### src/rtl/timer_core_if.sv
// Register access port of the timer core: one-cycle write strobe with
// word-select address and data, plus an independent combinational read port.
interface timer_core_if;
  logic        wr_en;
  logic [2:0]  wr_addr;
  logic [31:0] wr_data;
  logic [2:0]  rd_addr;
  logic [31:0] rd_data;

  // Register-interface block side: issues writes and read addresses.
  modport master (
    output wr_en,
    output wr_addr,
    output wr_data,
    output rd_addr,
    input  rd_data
  );

  // Timer core side: accepts writes and returns read data.
  modport slave (
    input  wr_en,
    input  wr_addr,
    input  wr_data,
    input  rd_addr,
    output rd_data
  );
endinterface

### src/rtl/timer_core.sv
// 64-bit timer counter with compare register, sticky match status and
// interrupt enable, accessed as 32-bit words through timer_core_if.
module timer_core #(
  parameter logic [63:0] CMP_RST = 64'hFFFF_FFFF_FFFF_FFFF
) (
  input  logic        clk,
  input  logic        rst_n,
  timer_core_if.slave bus,
  input  logic        cnt_en,
  output logic [63:0] cnt_val,
  output logic [63:0] cmp_val,
  output logic        int_st,
  output logic        tim_int
);

  localparam logic [2:0] ADDR_CNT_L  = 3'd0;
  localparam logic [2:0] ADDR_CNT_H  = 3'd1;
  localparam logic [2:0] ADDR_CMP_L  = 3'd2;
  localparam logic [2:0] ADDR_CMP_H  = 3'd3;
  localparam logic [2:0] ADDR_INT_EN = 3'd4;
  localparam logic [2:0] ADDR_INT_ST = 3'd5;

  logic [63:0] cnt_q, cnt_d;
  logic [63:0] cmp_q, cmp_d;
  logic        int_en_q, int_en_d;
  logic        int_st_q, int_st_d;

  logic        match;
  logic        cnt_wr;
  logic        st_clr;

  // Equality is judged on the registered values, so status follows one edge
  // after the counter or compare register lands on the match.
  assign match  = (cnt_q == cmp_q);
  assign cnt_wr = bus.wr_en && ((bus.wr_addr == ADDR_CNT_L) || (bus.wr_addr == ADDR_CNT_H));
  assign st_clr = bus.wr_en && (bus.wr_addr == ADDR_INT_ST) && bus.wr_data[0];

  // Next-state: register writes first; a counter write wins over the increment.
  always_comb begin
    cnt_d    = cnt_q;
    cmp_d    = cmp_q;
    int_en_d = int_en_q;
    if (bus.wr_en) begin
      case (bus.wr_addr)
        ADDR_CNT_L:  cnt_d[31:0]  = bus.wr_data;
        ADDR_CNT_H:  cnt_d[63:32] = bus.wr_data;
        ADDR_CMP_L:  cmp_d[31:0]  = bus.wr_data;
        ADDR_CMP_H:  cmp_d[63:32] = bus.wr_data;
        ADDR_INT_EN: int_en_d     = bus.wr_data[0];
        default:     ;
      endcase
    end
    if (cnt_en && !cnt_wr) begin
      cnt_d = cnt_q + 64'd1;
    end
    // A standing match re-sets the status, so it beats a simultaneous clear.
    int_st_d = match | (int_st_q & ~st_clr);
  end

  // State registers with asynchronous active-low reset.
  always_ff @(posedge clk or negedge rst_n) begin
    if (!rst_n) begin
      cnt_q    <= 64'd0;
      cmp_q    <= CMP_RST;
      int_en_q <= 1'b0;
      int_st_q <= 1'b0;
    end else begin
      cnt_q    <= cnt_d;
      cmp_q    <= cmp_d;
      int_en_q <= int_en_d;
      int_st_q <= int_st_d;
    end
  end

  // Read mux: current register state only, writes in flight are not forwarded.
  always_comb begin
    bus.rd_data = 32'd0;
    case (bus.rd_addr)
      ADDR_CNT_L:  bus.rd_data = cnt_q[31:0];
      ADDR_CNT_H:  bus.rd_data = cnt_q[63:32];
      ADDR_CMP_L:  bus.rd_data = cmp_q[31:0];
      ADDR_CMP_H:  bus.rd_data = cmp_q[63:32];
      ADDR_INT_EN: bus.rd_data = {31'd0, int_en_q};
      ADDR_INT_ST: bus.rd_data = {31'd0, int_st_q};
      default:     bus.rd_data = 32'd0;
    endcase
  end

  assign cnt_val = cnt_q;
  assign cmp_val = cmp_q;
  assign int_st  = int_st_q;
  assign tim_int = int_st_q & int_en_q;

endmodule

### src/flat_wrapper.sv
// flat-port wrapper written by rule: the top's interface ports become plain ports
module timer_core_flat 
#(
  parameter logic [63:0] CMP_RST = 64'hFFFF_FFFF_FFFF_FFFF
)
  (clk, rst_n, cnt_en, cnt_val, cmp_val, int_st, tim_int, bus_wr_en, bus_wr_addr, bus_wr_data, bus_rd_addr, bus_rd_data);
  timer_core_if bus_i ();
  input  logic clk;
  input  logic rst_n;
  input  logic cnt_en;
  output logic [63:0] cnt_val;
  output logic [63:0] cmp_val;
  output logic int_st;
  output logic tim_int;
  input wire logic [$bits(bus_i.wr_en)-1:0] bus_wr_en;
  input wire logic [$bits(bus_i.wr_addr)-1:0] bus_wr_addr;
  input wire logic [$bits(bus_i.wr_data)-1:0] bus_wr_data;
  input wire logic [$bits(bus_i.rd_addr)-1:0] bus_rd_addr;
  output wire logic [$bits(bus_i.rd_data)-1:0] bus_rd_data;
  assign bus_i.wr_en = bus_wr_en;
  assign bus_i.wr_addr = bus_wr_addr;
  assign bus_i.wr_data = bus_wr_data;
  assign bus_i.rd_addr = bus_rd_addr;
  assign bus_rd_data = bus_i.rd_data;
  timer_core #(.CMP_RST(CMP_RST)) u_core (.clk(clk), .rst_n(rst_n), .bus(bus_i), .cnt_en(cnt_en), .cnt_val(cnt_val), .cmp_val(cmp_val), .int_st(int_st), .tim_int(tim_int));
endmodule
### config.mk
export PLATFORM = sky130hd
export DESIGN_NAME = timer_core_flat
export DESIGN_NICKNAME = d
export VERILOG_FILES = /design/src/rtl/timer_core_if.sv /design/src/rtl/timer_core.sv /design/src/flat_wrapper.sv
export SDC_FILE = /design/constraint.sdc
export NUM_CORES = 1
export LEC_CHECK = 0
export CAP_MARGIN = 10
export CORE_MARGIN = 2
export CORE_UTILIZATION = 51
export DETAILED_ROUTE_END_ITERATION = 12
export PLACE_DENSITY = 0.81
export SKIP_CTS_REPAIR_TIMING = 1
export SYNTH_ARGS = -nofsm -noshare
export SYNTH_HDL_FRONTEND = slang
export SYNTH_SLANG_ARGS = --single-unit
### constraint.sdc
create_clock -name clk -period 2.95 [get_ports clk]
set_clock_uncertainty 0.2 [all_clocks]
set_input_delay 0.59 -clock clk [delete_from_list [all_inputs] [get_ports clk]]
set_output_delay 0.59 -clock clk [all_outputs]
set_load 0.1 [all_outputs]
==> results_dict.tcl <==
set metrics [dict create \
    dpl.hpwl_um 27500 \
    fin_nets 1188 \
    tightest_slew_ns 0.674 \
    outcome "completed" \
    synth_compound_area_frac 0.163 \
    yosys.area_share.simple 0.229 \
    num_rows 47 \
    antenna_cells 0 \
    drc 0 \
    synth_fa_ha_area_frac 0.00144 \
    async_reset_ff_frac 1.00 \
    final_cell_mix "buf_4, nand2_1, a22oi_1" \
    clk_latency_ns 0.43 \
    yosysWarnings 0 \
    required_ns 2.16 \
    cts_buffer_depth 2 \
    hold_viol 0 \
    synthMuxAreaShare 0.102 \
    finalCritPeriodShare 0.907 \
    grt_pass1_vias 8933 \
    setup_ws_ns 0.273 \
    synth-edff-count 0 \
    antenna_found_initial 0 \
    cts-buffers-inserted 17 \
    start_util 0.522 \
    synth-seq-area-share 0.384 \
    yosysTopAreaCellShare 0.194 \
    clk_pin_slew_ns 0.06 \
    die_x_um 135 \
    critPathMaxStageDelay_ns 0.32 \
    syn2layout_area_growth_pct 37.6 \
    drv_cap 0 \
    drv_slew 0 \
    grt_overflow_total 0 \
    mappedNetlistNets 979 \
    synth.avg_cell_area_um2 9.28 \
    yosys.cell_types.count 58 \
    synth_xor_area_frac 0.0655 \
    cts-root-buf "clkbuf_16" \
    viasPerCell 6.81 \
    routed_wl_um 37200 \
    critPathTopFamily "buffers and inverters" \
    avgRoutedWirePerCell_um 27.0 \
    io_pins 204 \
    ir_drop_mv 0.638 \
    crit_path_start_kind "primary input" \
    drt_iter0_drc 1249 \
    crit_slowest_cell "dlymetal6s2s_1" \
    grt_pass1_wl_um 56400 \
    tritoncts "built" \
    layout_commonest_cell "buf_4" \
    endpoint_kind "primary output" \
    grt_usage 0.417 \
    synth_top_cell_by_area "dfstp_2" \
    syn_area_um2 8690 \
    io_buffers 203 \
    synth_seq_cells 130 \
    crit_top_cell "buf_12" \
    critPathArrivalTime_ns 1.89 \
    setup_viol 0 \
    grt_max_degree 56 \
    path_buf_inv 3 \
    cp_max_fo 31 \
    setup_tns_ns 0 \
    post-route-util 0.718 \
    synth_flop_cell "dfrtp_1" \
    postSynthCellCount 936 \
    hold_slack_ns 0.337 \
    dp_slack_ns -0.0374 \
    p_leak_nw 4.91 \
    rsz0062_at_grt "false" \
    min_period_ns 2.68 \
    gp_congestion 1.07 \
    vias 9381 \
    p_total_mw 10.7 \
    slew-limit-headroom 0.548 \
    synth_top_family_by_area "simple AND/OR/NAND/NOR gates" \
    firstDrtPassIters 6 \
    core_um2 16600 \
    drive_gt1_frac 0.377 \
    hp-class "flop to flop" \
    fmax_mhz 374 \
    clock-sinks 130 \
    p_per_area_nw_per_um2 894 \
    ant_nets 0 \
    crit_chain "dlymetal6s2s_1, and3b_1, buf_12, a22oi_1, nand2_1, buf_12" \
    yosys-top-cells-area "dfstp_2, dfrtp_1, mux2_2" \
    h-tree-depth 4 \
    die-area_um2 18100 \
    path_class "primary input to primary output" \
    die_y_um 135 \
]
-- registers in the layout (all words and copies together), names as in the netlist --
| register | flops |
|---|---|
| u_core.cmp_val | 64 |
| u_core.cnt_val | 64 |
| u_core.int_en_q | 1 |
| u_core.int_st | 1 |
-- synth_stat cells, types with 7 or more instances --
cell type / n
buf_2: 35
a21oi_1: 16
nor3_1: 13
nand2_1: 113
o311ai_1: 7
and3_1: 11
a31oi_1: 12
nor4_1: 31
nand3_1: 42
xnor2_1: 64
nor2_1: 27
mux2_2: 65
or3_1: 12
mux2i_1: 15
nand4_1: 61
nand4_2: 7
o21ai_0: 24
inv_1: 11
clkbuf_1: 46
o21ai_1: 7
a221o_1: 14
a22oi_1: 75
o211ai_1: 21
dfstp_2: 64
dfrtp_1: 66
-- metrics by stage --
stage          area [um2]  instances
6_report            12000       1378
2_1_floorplan        8700        936
5_1_grt             12000       1378
3_3_place_gp        11400       1345
4_1_cts             11900       1377
3_5_place_dp        11400       1345
-- final cells by class --
type	instances	area (um2)
Inverter	11	41.3
Clock inverter	14	128
Clock buffer	18	439
Timing Repair Buffer	287	2800
Sequential cell	130	3330
Tap cell	220	275
Fill cell	1284	4690
Multi-Input combinational cell	698	4940
-- power by group --
group	total, mW	internal [mW]	switching, mW
sequential	2.95	2.29	0.655
combinational	5.67	1.44	4.23
clock	2.08	1.19	0.885
total	10.7	4.92	5.77
-- worst register-to-register path: cells and delay by family, from the launching register on --
kind	cells	cell delay [ns]
and+or+nand+nor	5	1.48
buffers and inverters	1	0.30
DFF	1	0.59
-- logic make-up (layout without fill, tap and decap cells) --
group,count (synthesis),count (layout)
flip-flops,130,130
buffers and inverters,108,330
adder cells (fa/ha/maj),1,1
multiplexers,80,80
AND/OR/NAND/NOR,355,355
XOR/XNOR,65,65
AO/OA/AOI/OAI,197,197
-- metal layers --
layer | global-route usage | share of wire | up-vias
li1 | - | - | 3953
met1 | 0.574 | 0.39 | 4558
met2 | 0.618 | 0.44 | 756
met3 | 0.101 | 0.12 | 114
met4 | 0.201 | 0.049 | 0
met5 | 0 | 0 | -
-- worst paths after layout --
kind                       cells after the start                 end               from  slack, ns
hold reg to reg                                1     u_core.int_en_q    u_core.int_en_q       0.34
setup / recovery                               6      bus_rd_data[6]     bus_rd_addr[2]       0.27
max in group asynchronous                      3  u_core.cmp_val[54]              rst_n       1.32
setup reg to reg                               6  u_core.cnt_val[61]  u_core.cnt_val[7]       0.31
hold / removal                                 1     u_core.int_en_q    u_core.int_en_q       0.34
min in group asynchronous                      2   u_core.cnt_val[6]              rst_n       0.43
No activity file was read; power rests on OpenSTA's default activity.
